===== config.mk =====
export PLATFORM = sky130hd
export DESIGN_NAME = multi_mode_counter
export DESIGN_NICKNAME = d
export VERILOG_FILES = /design/src/rtl/counter_pkg.sv /design/src/rtl/sticky_flag.sv /design/src/rtl/multi_mode_counter.sv
export SDC_FILE = /design/constraint.sdc
export NUM_CORES = 1
export LEC_CHECK = 0
export ABC_AREA = 0
export BUFFER_PORTS_ARGS = -buffer_cell sky130_fd_sc_hd__buf_2
export CORE_MARGIN = 2
export CORE_UTILIZATION = 46
export CTS_BUF_LIST = sky130_fd_sc_hd__clkbuf_16
export DETAILED_ROUTE_END_ITERATION = 7
export GPL_TIMING_DRIVEN = 0
export PLACE_DENSITY = 0.74
export SLEW_MARGIN = 0
export SYNTH_ARGS = -nofsm -noshare
export SYNTH_HDL_FRONTEND = slang
export SYNTH_HIERARCHICAL = 1
export SYNTH_SLANG_ARGS = --single-unit

===== constraint.sdc =====
create_clock -name clk -period 2 [get_ports clk]
set_clock_uncertainty 0.15 [all_clocks]
set_input_delay 0.4 -clock clk [delete_from_list [all_inputs] [get_ports clk]]
set_output_delay 0.4 -clock clk [all_outputs]
set_load 0.05 [all_outputs]

===== src/rtl/counter_pkg.sv =====
// -----------------------------------------------------------------------------
// counter_pkg
// Shared definitions for the multi-mode counter slice.
//   mode_e         : bound behaviour (MODE_WRAP = wrap around, MODE_SAT = hold)
//   WIDTH_MIN/MAX  : legal range of the counter WIDTH parameter
// -----------------------------------------------------------------------------
package counter_pkg;

    typedef enum logic {
        MODE_WRAP = 1'b0,
        MODE_SAT  = 1'b1
    } mode_e;

    localparam int WIDTH_MIN = 32'd2;
    localparam int WIDTH_MAX = 32'd32;

endpackage : counter_pkg


===== src/rtl/sticky_flag.sv =====
// -----------------------------------------------------------------------------
// sticky_flag
// Single sticky status bit. Set has priority over clear so an event landing on
// the same edge as a clear is never lost.
//   clk     : clock
//   reset_n : asynchronous active-low reset
//   set     : set request (wins over clr)
//   clr     : clear request
//   flag    : registered sticky flag
// -----------------------------------------------------------------------------
module sticky_flag (
    input  logic clk,
    input  logic reset_n,
    input  logic set,
    input  logic clr,
    output logic flag
);

    logic flag_r;

    // Sticky flag register: set beats clear, otherwise hold.
    always_ff @(posedge clk or negedge reset_n) begin
        if (!reset_n) begin
            flag_r <= 1'b0;
        end else if (set) begin
            flag_r <= 1'b1;
        end else if (clr) begin
            flag_r <= 1'b0;
        end else begin
            flag_r <= flag_r;
        end
    end

    assign flag = flag_r;

endmodule : sticky_flag


===== src/rtl/multi_mode_counter.sv =====
// -----------------------------------------------------------------------------
// multi_mode_counter
// Up/down counter over the range [0..limit] with load, wrap-or-saturate bound
// handling, sticky overflow/underflow flags and a one-cycle terminal pulse.
//   Parameters: WIDTH (2..32), SATURATE (0 = wrap, 1 = hold at bound)
//   clk, reset_n   : clock, asynchronous active-low reset
//   enable, up_dn  : step request and direction (1 = up)
//   load, load_val : synchronous load (clamped to limit), beats enable
//   limit          : inclusive upper bound of the count
//   clr_flags      : clears the sticky flags (a coincident event wins)
//   counter_out    : registered count
//   overflow_out   : sticky, up-step taken at the bound
//   underflow_out  : sticky, down-step taken at zero
//   term_pulse     : one-cycle pulse following any overflow/underflow event
// -----------------------------------------------------------------------------
module multi_mode_counter
    import counter_pkg::*;
#(
    parameter int WIDTH    = 4,
    parameter bit SATURATE = 1'b0
) (
    input  logic             clk,
    input  logic             reset_n,
    input  logic             enable,
    input  logic             up_dn,
    input  logic             load,
    input  logic [WIDTH-1:0] load_val,
    input  logic [WIDTH-1:0] limit,
    input  logic             clr_flags,
    output logic [WIDTH-1:0] counter_out,
    output logic             overflow_out,
    output logic             underflow_out,
    output logic             term_pulse
);

    localparam mode_e            MODE = mode_e'(SATURATE);
    localparam logic [WIDTH-1:0] ONE  = WIDTH'(1);

    logic [WIDTH-1:0] count_r;
    logic [WIDTH-1:0] count_next_s;
    logic             ovf_evt_s;
    logic             unf_evt_s;
    logic             term_r;

    // Next-count and event decode for load / up-step / down-step / hold.
    always_comb begin
        count_next_s = count_r;
        ovf_evt_s    = 1'b0;
        unf_evt_s    = 1'b0;
        if (load) begin
            count_next_s = (load_val > limit) ? limit : load_val;
        end else if (enable) begin
            if (up_dn) begin
                // A count already above a shrunken limit is also "at the bound".
                if (count_r < limit) begin
                    count_next_s = count_r + ONE;
                end else begin
                    ovf_evt_s    = 1'b1;
                    count_next_s = (MODE == MODE_SAT) ? limit : '0;
                end
            end else begin
                if (count_r == '0) begin
                    unf_evt_s    = 1'b1;
                    count_next_s = (MODE == MODE_SAT) ? '0 : limit;
                end else if (count_r > limit) begin
                    // Step back into range rather than decrementing past it.
                    count_next_s = limit;
                end else begin
                    count_next_s = count_r - ONE;
                end
            end
        end else begin
            count_next_s = count_r;
        end
    end

    // Count register and terminal pulse register.
    always_ff @(posedge clk or negedge reset_n) begin
        if (!reset_n) begin
            count_r <= '0;
            term_r  <= 1'b0;
        end else begin
            count_r <= count_next_s;
            term_r  <= ovf_evt_s | unf_evt_s;
        end
    end

    sticky_flag u_ovf_flag (
        .clk     (clk),
        .reset_n (reset_n),
        .set     (ovf_evt_s),
        .clr     (clr_flags),
        .flag    (overflow_out)
    );

    sticky_flag u_unf_flag (
        .clk     (clk),
        .reset_n (reset_n),
        .set     (unf_evt_s),
        .clr     (clr_flags),
        .flag    (underflow_out)
    );

    assign counter_out = count_r;
    assign term_pulse  = term_r;

endmodule : multi_mode_counter


# Word-level counts from Yosys, hierarchy flattened

Index checks and enable logic that the tools add are counted.

Flip-flop bits (word level): 7
Input port bits: 14
Output and inout bits: 7
Logic and storage cells: 32

Add/subtract/negate cells: 2
$lt $le $gt $ge: 3
Muxes and demuxes: 18
Bitwise gates (word level): 1
Reduce and logical (&&, ||, !) cells: 4

Operators by type and width:

| kind                                             | number |
|---|---|
| two-way mux 4 bit                                | 7 |
| two-way mux 1 bit                                | 11 |
| > comparator 4 bit                               | 2 |
| nonzero test 2 bit                               | 3 |
| adder 4 x 1 -> 4 bit, second input constant      | 1 |
| zero test 4 bit                                  | 1 |
| less-than comparator 4 bit                       | 1 |
| subtractor 4 x 1 -> 4 bit, second input constant | 1 |
| bitwise OR 1 bit                                 | 1 |

# Logic depth before layout (Yosys ltp)

Gate-level depths: netlist of the first run.

Depth in word-level cells: 6
Gate-level depth with buffers: 7
Depth with buffers taken out: 7

# Hierarchy

The synthesis of the first run kept the hierarchy.

By module, submodules not included:

| module             | times used | cells each | area an instance (um2) | sequential area each (um2) |
|---|---|---|---|---|
| multi_mode_counter | 1          | 88         | 738.2                  | 125.1 |
| sticky_flag        | 2          | 3          | 36.3                   | 25.0 |

# Least setup slack after synthesis of the first run

No wires, ideal clock.

Path type: flip-flop to flip-flop
Start point: reg count_r[3], in the netlist counter_out[3]
End point: reg count_r[2], in the netlist counter_out[2]
Setup time: 0.090 ns
Data arrival time: 2.140 ns
Required time: 1.760 ns
Setup slack: -0.380 ns
Stages on the path, launching flop included: 7
Buffers on the path: 0
Period minus slack after synthesis: 2.380 ns
Cells stage by stage: dfrtp_1 ha_1 a21o_1 a22oi_2 a21boi_4 mux2_2 o221ai_1

Word-level cells in the longest chain between the ends: 6
Elaborated cells between the ends (all ways): 9
Those cells by class: 2 x order compare; 6 x mux; 1 x reduce/logical

RTL lines:

| item                     | RTL line                 | text |
|---|---|---|
| start: declaration       | multi_mode_counter.sv:39 | `logic [WIDTH-1:0] count_r;` |
| start signal: assignment | multi_mode_counter.sv:83 | `count_r <= count_next_s;` |
| > comparator 4 bit       | multi_mode_counter.sv:65 | `end else if (count_r > limit) begin` |
| two-way mux 4 bit        | multi_mode_counter.sv:65 |  |
| two-way mux 4 bit        | multi_mode_counter.sv:62 | `if (count_r == '0) begin` |
| two-way mux 4 bit (*)    | multi_mode_counter.sv:53 | `if (up_dn) begin` |
| two-way mux 4 bit (*)    | multi_mode_counter.sv:52 | `end else if (enable) begin` |
| two-way mux 4 bit (*)    | multi_mode_counter.sv:50 | `if (load) begin` |

Every way passes the cells marked *; elsewhere a longest branch is shown, timed or not. The select of a mux whose other input is x is not followed.
A chain may end at the register's enable or synchronous reset.

# Worst setup path in the final report of the first run

Start point: reg count_r[1], in the netlist counter_out[1]
End point: reg count_r[0], in the netlist counter_out[0]

Same word-level chain as after synthesis.

==> impl_metrics.toml, run 1 <==
[setup_path]
worstPathMaxFanout = 5
rr_worst_depth = 6
timing.rr.start = "counter_out[1]"
crit_path_start_kind = "flop"
slowest_delay_ps = 420
worstSetupEndpointType = "flop"
critPathSlowestCell = "dfrtp_2"
critPathArrivalTime_ps = 1980
crit_chain = "ha_4 > and2b_1 > o211a_1 > a21boi_4 > o32ai_2 > a221o_1"
worstSetupPathType = "reg2reg"
setup.worst_path.start = "counter_out[1]"
worst_ep_required_time_ps = 1960
r2r_slack_ps = -30

[run_status]
failed_checks = "negative setup slack"
status = "finished, violations left"

[clock_tree]
clock_latency_ps = 230
clockBufferDepth = 2
tritoncts = "built"
cts.clk_slew.worst_paths_ps = 40
cts.sinks = 7
root_buffer = "clkbuf_16"
numCtsBuffers = 3
htreeDepth = 1

[grt]
grt_overflow = 0
grt_max_degree = 11
antenna_found_initial = 0
grtUsageTotal_pct = 21.6
grt_pass1_wl_um = 3180
grt_pass1_vias = 736

[sta]
setup-tns-final_ps = -37.6
whs_ps = 314
slew_headroom_pct = 71.9
final.period_utilization_pct = 101
period_minus_slack_ps = 2030
hold_viol_final = 0
slew_violations = 0
worst_slew_pin_slew_ps = 421
finalSetupViolations = 2
rsz0062_at_grt = "true"
fmax_mhz = 494
fin_ws_ps = -25.1

[die]
initial_core_util_pct = 48.0
die_w_um = 46.0
fp.dieH_um = 46.0
core_area_um2 = 1690
io_pins = 21
die-area_um2 = 2110
row_count = 15

[routing]
wl_um = 2130
vias = 822
routedWlPerCell_um = 15.4
drcViolationCount = 0
wl_met3_um = 129
avgViaCountPerCell = 5.91
top_layer = "met4"
met1_length_um = 895
drtIter0Drc = 24
met2_length_um = 1080
ant_nets = 0
drt_pass1_iterations = 4

[power_and_ir_drop]
pwr_density_cell_nw_per_um2 = 935
totalPowerFinal_mw = 1.03
irDropWorstVdd_v = 0.000644
p_leak_nw = 0.566

[logic_synthesis]
ys_async_sr_fraction_pct = 100
netlist_top_cells_count = "ha_1 (11), inv_1 (9), nand2_1 (9), nor2_1 (8), dfrtp_1 (7)"
yosysTopAreaCell = "dfrtp_1"
synth_flop_cell = "dfrtp_1"
yosysMostFrequentCell = "ha_1"
synth_edf_count = 0
synthesis.nets = 119
ys_seq_elements = 7
synth_warnings = 6
netlist_area_um2 = 811
yosysTopAreaCellShare_pct = 21.6
syn_inst = 94
synth.distinct_cells = 36
ys_seq_area_share_pct = 21.6
avgSynthCellArea_um2 = 8.63
synthTopCellsByArea = "dfrtp_1 (22%), ha_1 (17%), mux2i_1 (6.2%), inv_1 (4.2%), nand2_1 (4.2%)"

[layout]
final_nets = 148
multi_input_area_um2 = 638
finish.instance_area_um2 = 1110
syn_to_final_growth_pct = 36.4
postLayoutCoreUtil_pct = 65.5
drive_gt1_share_pct = 38.5
nFillCells = 143
register_area_um2 = 180
diodes = 0
instances_no_fill = 139

[hold_path]
worstHoldPathType = "in2reg"
min_from = "clr_flags"
hold_depth = 3

[placed_design]
place_ws_ps = -243
place.gp.congestion = 0.788
dp.cells = 130
detailedPlacementHpwl_um = 1590
port_buffers = 19
place_area_um2 = 967

[run]
drv_cap = 0
## worst paths after layout
check	end
worst max-delay path	counter_out[0]
worst min-delay path	u_unf_flag/flag
worst max register to register	counter_out[0]
worst min register to register	u_unf_flag/flag
max in group asynchronous	counter_out[2]
min in group asynchronous	counter_out[3]
## cells by family (layout without fill, tap and decap cells)
group / count (synthesis) / count (layout) / share of synthesized area (%)
simple gates: 32 / 32 / 19.1
compound gates: 22 / 22 / 23.9
buf+inv: 12 / 40 / 6.48
fa+ha+maj: 11 / 11 / 17.0
flops: 7 / 7 / 21.6
mux: 6 / 6 / 7.56
xor+xnor: 4 / 4 / 4.32
## what timing repair did
item                                   4_1_cts  5_1_grt
endpoints found under the hold margin        7        0
hold buffers                                 1        0
setup endpoints to repair                    4        2
gates resized for setup                      0        4
pin swaps                                    3        2
buffers inserted                             3        1
## power breakdown
group          internal (mW)  switching, mW  total (mW)
Clock                  0.260         0.0761       0.336
Combinational          0.217          0.295       0.511
Sequential             0.166         0.0211       0.187
## metal layers
metal,vias up,track usage [%]
li1,397,-
met1,385,26.7
met2,36,36.7
met3,4,5.95
met4,0,5.14
met5,-,0
## critical path: cells and delay by family (launching register included)
family                     cells  cell delay, ps
DFF                            1             420
and+or+nand+nor                1             170
adders and majority gates      1             230
AOI/OAI and AO/OA              4             930
## sequential cells by signal (all words and copies together), names as in the netlist
signal / flops
counter_out: 4
term_pulse: 1
u_ovf_flag/flag: 1
u_unf_flag/flag: 1
## cell type report
type | count | area share [%]
Timing Repair Buffer | 24 | 12.2
Buffer | 3 | 1.70
Sequential cell | 7 | 16.3
Clock inverter | 1 | 0.339
Tap cell | 17 | 1.92
Inverter | 9 | 3.05
Clock buffer | 3 | 6.79
Multi-Input combinational cell | 75 | 57.7
## cells in the final DEF (no fill, tap or decap), types with 4 or more instances in the layout
master | synthesis | layout
buf_2 | 0 | 19
nand2_1 | 9 | 9
nor2_1 | 8 | 8
ha_1 | 11 | 8
inv_1 | 9 | 7
a21oi_1 | 5 | 5
mux2i_1 | 5 | 5
nor3_1 | 4 | 4
dfrtp_2 | 0 | 4
buf_4 | 0 | 4
(Power assumes the default switching activity.)
==> run 2, diff against run 1 <==
--- a/config.mk
+++ b/config.mk
@@ -18,3 +18,4 @@
 export SYNTH_HDL_FRONTEND = slang
 export SYNTH_HIERARCHICAL = 1
 export SYNTH_SLANG_ARGS = --single-unit
+export TNS_END_PERCENT = 50
==> run 2 against run 1 <==
  * The flow still finishes with violations (negative setup slack)
  * Fmax fell by 1.1%
  * Setup slack worse by 23 ps
  * Final cell count stayed put
  * Utilization decreased by 0.74 points
  * Sequential power is essentially flat
  * Critical endpoint unchanged
  * Largest cell class unchanged
==> impl_metrics.toml, run 2 (synthesis gave the netlist of run 1 again) <==
[run_status]
status = "finished, violations left"
failed_checks = "negative setup slack"

[run]
drv_cap = 0

[setup_path]
timing.rr.start = "counter_out[1]"
crit_family = "compound AO/OA/AOI/OAI gates"
critPathArrivalTime_ps = 2000
worst_ep_required_time_ps = 1950
endpoint = "counter_out[0]"
slowest_delay_ps = 430
worstSetupEndpointType = "flop"
worstPathMaxFanout = 5
rr_worst_depth = 6
crit_chain = "ha_4 > and2b_1 > o211a_1 > a21boi_4 > o32ai_2 > a221o_1"
r2r_slack_ps = -50
cp.buffers_inverters = 0
critPathSlowestCell = "dfrtp_2"
worstSetupPathType = "reg2reg"
r2r_end = "counter_out[0]"
setup.worst_path.start = "counter_out[1]"
crit_path_start_kind = "flop"
crit_cells = 6

[placed_design]
place_area_um2 = 967
place.gp.congestion = 0.797
detailedPlacementHpwl_um = 1570
port_buffers = 19

[grt]
grt_pass1_vias = 714
antenna_found_initial = 0
grt_pass1_wl_um = 3330
grtUsageTotal_pct = 22.2
grt_max_degree = 11
grt_overflow = 0

[clock_tree]
clockBufferDepth = 2
tritoncts = "built"
cts.sinks = 7
clock_latency_ps = 230
root_buffer = "clkbuf_16"
numCtsBuffers = 3
htreeDepth = 1
cts.clk_slew.worst_paths_ps = 40

[sta]
setup-tns-final_ps = -74.7
hold_viol_final = 0
period_minus_slack_ps = 2050
slew_headroom_pct = 70.3
fin_ws_ps = -48.2
final.period_utilization_pct = 102
whs_ps = 304
slew_violations = 0
worst_slew_pin_slew_ps = 445
finalSetupViolations = 2
fmax_mhz = 488
rsz0062_at_grt = "true"

[layout]
diodes = 0
finish.instance_area_um2 = 1090
drive_gt1_share_pct = 36.1
final_nets = 148
final_common_cell = "buf_2"
final_cell_mix = "buf_2 (19), inv_1 (9), nand2_1 (9), ha_1 (9), nor2_1 (8)"
syn_to_final_growth_pct = 34.9
largest_register_ffs = 4

[routing]
wl_um = 2140
avgViaCountPerCell = 5.83
met2_length_um = 1100
wl_met3_um = 116
routedWlPerCell_um = 15.4
drt_pass1_iterations = 4
drtIter0Drc = 9
met1_length_um = 922
drcViolationCount = 0
vias = 811
top_layer = "met3"
ant_nets = 0

[die]
die_w_um = 46.0
io_pins = 21
fp.dieH_um = 46.0
row_count = 15
die-area_um2 = 2110
core_area_um2 = 1690
initial_core_util_pct = 48.0

[power_and_ir_drop]
irDropWorstVdd_v = 0.000752
totalPowerFinal_mw = 1.03
pwr_density_cell_nw_per_um2 = 939
p_leak_nw = 0.568

[hold_path]
worstHoldPathType = "in2reg"
hold_depth = 3
run 2: cell types whose count changed in the layout (fill, tap and decap cells not counted):
cell / previous run / this run
inv_2: 3 / 1
inv_1: 7 / 9
ha_4: 3 / 2
ha_1: 8 / 9
run 2: metrics by stage:
step / utilization (%) / std cells / worst slack (ps)
3_5_place_dp: 57.3 / 130 / -251
6_report: 64.7 / 139 / -48.2
3_3_place_gp: 57.3 / 130 / -230
5_1_grt: 64.7 / 139 / -89.5
4_1_cts: 64.7 / 139 / -41.5
2_1_floorplan: - / 94 / -109
run 2: routing by layer:
metal | track usage (%) | vias to the layer above
li1 | - | 399
met1 | 29.7 | 378
met2 | 37.8 | 34
met3 | 4.76 | 0
met4 | 1.71 | 0
met5 | 0 | -
run 2: worst min path at each step:
| stage | start | to | slack (ps) |
|---|---|---|---|
| after floorplan | reset_n | counter_out[0] | -50 |
| after global placement | reset_n | u_unf_flag/flag | 80 |
| final | clr_flags | u_unf_flag/flag | 300 |
| after CTS | clr_flags | u_unf_flag/flag | 300 |
| after detailed placement | reset_n | u_unf_flag/flag | 90 |
| after global routing | clr_flags | u_ovf_flag/flag | 340 |
run 2: what timing repair did:
item                                    in CTS  in global routing
endpoints found under the setup margin       4                  3
hold buffers                                 1                  0
pin swaps                                    2                  0
resized for setup                            1                  0
setup buffers                                4                  0
hold endpoints to repair                     7                  0
run 2: worst reg2reg max path, cell delays in order (launching register included):
cell and delay [ps]:
dfrtp_2 430, ha_4 250, and2b_1 170, o211a_1 260, a21boi_4 240, o32ai_2 110
a221o_1 310
run 2: final cells by class:
| type | count | area [um2] |
|---|---|---|
| plain buffers | 3 | 18.8 |
| clock buffers | 3 | 75.1 |
| clock inverters | 1 | 3.75 |
| fillers | 145 | 596 |
| inverters | 9 | 33.8 |
| multi-input cells | 75 | 626 |
| flip-flops and latches | 7 | 180 |
| well taps | 17 | 21.3 |
| repair buffers | 24 | 135 |
run 2: power by group:
group | internal [mW] | total, mW | switching [mW]
clock network | 0.260 | 0.335 | 0.0752
registers | 0.166 | 0.187 | 0.0207
logic | 0.213 | 0.505 | 0.292
==> run 3, diff against run 2 <==
--- a/config.mk
+++ b/config.mk
@@ -13,6 +13,7 @@
 export DETAILED_ROUTE_END_ITERATION = 7
 export GPL_TIMING_DRIVEN = 0
 export PLACE_DENSITY = 0.74
+export REMOVE_ABC_BUFFERS = 1
 export SLEW_MARGIN = 0
 export SYNTH_ARGS = -nofsm -noshare
 export SYNTH_HDL_FRONTEND = slang
==> run 3 against run 2 <==
  * The flow still finishes with violations (negative setup slack)
  * Worst hold slack better by 1.6 ps
  * Global-route usage down 0.42 points
  * Sequential share of layout area down 0.77 points
  * Utilization up 3.2 points
  * Critical path depth up 1
  * Register-to-register slack about the same
  * Routed wire length down 2.7%
  * Sequential power up 3%
  * Non-clock buffer count up 4
  * Critical path type unchanged
  * First-iteration DRC count up 11%
  * Via count up 1.4%
  * Die area unchanged
==> impl_metrics.toml, run 3 (synthesis gave the netlist of run 1 again) <==
[placed_design]
place.gp.congestion = 0.876
detailedPlacementHpwl_um = 1430
port_buffers = 20

[grt]
met2_usage_pct = 36.4
antenna_found_initial = 0
met1_usage_pct = 26.8
grt_pass1_wl_um = 3260
grtUsageTotal_pct = 21.8
grt_busiest_layer = "met2"
grt_pass1_vias = 738
grt_util_met3_pct = 6.75
grt_overflow = 0
grt_max_degree = 15

[sta]
worst_slew_pin_slew_ps = 377
slew_headroom_pct = 74.8
fmax_mhz = 487
slew_violations = 0
hold_viol_final = 0
rsz0062_at_grt = "true"
fin_ws_ps = -52.7
period_minus_slack_ps = 2050
final.period_utilization_pct = 103
whs_ps = 305
finalSetupViolations = 3

[layout]
drive_gt1_share_pct = 43.7
final_cell_mix = "buf_2 (20), nand2_1 (9), buf_4 (9)"
diodes = 0
register_area_um2 = 180
multi_input_area_um2 = 644
largest_register_ffs = 4
final_common_cell = "buf_2"
nFillCells = 133
final_nets = 152
postLayoutCoreUtil_pct = 67.9
syn_to_final_growth_pct = 41.5

[power_and_ir_drop]
pwr_density_cell_nw_per_um2 = 943
irDropWorstVdd_v = 0.000977
p_leak_nw = 0.589

[die]
io_pins = 21
die_w_um = 46.0
core_area_um2 = 1690
die-area_um2 = 2110
fp.dieH_um = 46.0
row_count = 15
initial_core_util_pct = 48.0

[routing]
wl_um = 2080
ant_nets = 0
routedWlPerCell_um = 14.6
vias = 822
drtIter0Drc = 10
drt_pass1_iterations = 4
avgViaCountPerCell = 5.75
drcViolationCount = 0

[setup_path]
worstSetupPathType = "reg2reg"
critPathArrivalTime_ps = 2040
slowest_delay_ps = 430
worst_ep_required_time_ps = 1980
crit_path_start_kind = "flop"
worstPathMaxFanout = 4
timing.rr.start = "counter_out[1]"
setup.worst_path.start = "counter_out[1]"
worstSetupEndpointType = "flop"
crit_chain = "ha_4 > and2b_1 > o211a_1 > a21boi_4 > buf_4 > or3_4 > a211oi_2"
critPathSlowestCell = "dfrtp_2"

[clock_tree]
root_buffer = "clkbuf_16"
htreeDepth = 1
clockBufferDepth = 2
cts.clk_slew.worst_paths_ps = 40
tritoncts = "built"
clock_latency_ps = 230
numCtsBuffers = 3
cts.sinks = 7

[run]
drv_cap = 0

[run_status]
status = "finished, violations left"
failed_checks = "negative setup slack"

[hold_path]
worstHoldPathType = "in2reg"
min_from = "clr_flags"
-- run 3: stage by stage --
step / area, um2 / worst slack (ps) / std cells / TNS, ps / total power [mW]
after floorplan: 792 / -380 / 91 / -1260 / 0.505
after global placement: 913 / -311 / 128 / -900 / 0.600
after detailed placement: 913 / -333 / 128 / -1020 / 0.608
after CTS: 1090 / -48.1 / 139 / -94.7 / 1.02
after global routing: 1150 / -119 / 143 / -387 / 1.15
final: 1150 / -52.7 / 143 / -111 / 1.08
-- run 3: power breakdown --
part / leakage (nW) / internal, mW / total [mW] / switching [mW]
Sequential: 0.0841 / 0.166 / 0.192 / 0.0259
Clock: 0.0423 / 0.259 / 0.328 / 0.0685
Combinational: 0.462 / 0.257 / 0.562 / 0.306
Total: 0.589 / 0.682 / 1.08 / 0.400
-- run 3: final cells by class --
cell class	count	area share (%)
inverter	9	2.94
sequential	7	15.7
multi-input combinational	75	56.2
timing repair buffer	31	16.5
clock buffer	3	6.54
clock inverter	1	0.327
tap	17	1.85
-- run 3: timing repair --
action                                 4_1_cts  5_1_grt
gates resized for setup                      9        7
hold buffers                                 1        0
setup buffers                                6        4
endpoints found under the hold margin        7        0
pin swaps                                    2        5
setup endpoints to repair                    5        4
-- run 3: final timing paths --
path | to | slack (ps) | cells after the start
setup / recovery | counter_out[3] | -50 | 7
hold / removal | u_unf_flag/flag | 310 | 3
setup reg to reg | counter_out[3] | -50 | 7
hold reg to reg | u_unf_flag/flag | 320 | 1
max in group asynchronous | counter_out[3] | 1150 | 2
min in group asynchronous | u_unf_flag/flag | 390 | 2
-- run 3: worst max-delay path, delay by kind of cell (launching register included) --
family	cells	cell delay, ps
AOI/OAI and AO/OA	3	480
adders and majority gates	1	290
buffers and inverters	1	150
DFF	1	430
and+or+nand+nor	2	470
-- run 3: per-layer routing --
layer  wire length [um]  vias to the layer above  share of wire (%)
met1                910                      391                 44
li1                   -                      405                  -
met3                114                        2                5.5
met5                  0                        -                  0
met2               1040                       24                 50
met4                 16                        0               0.77
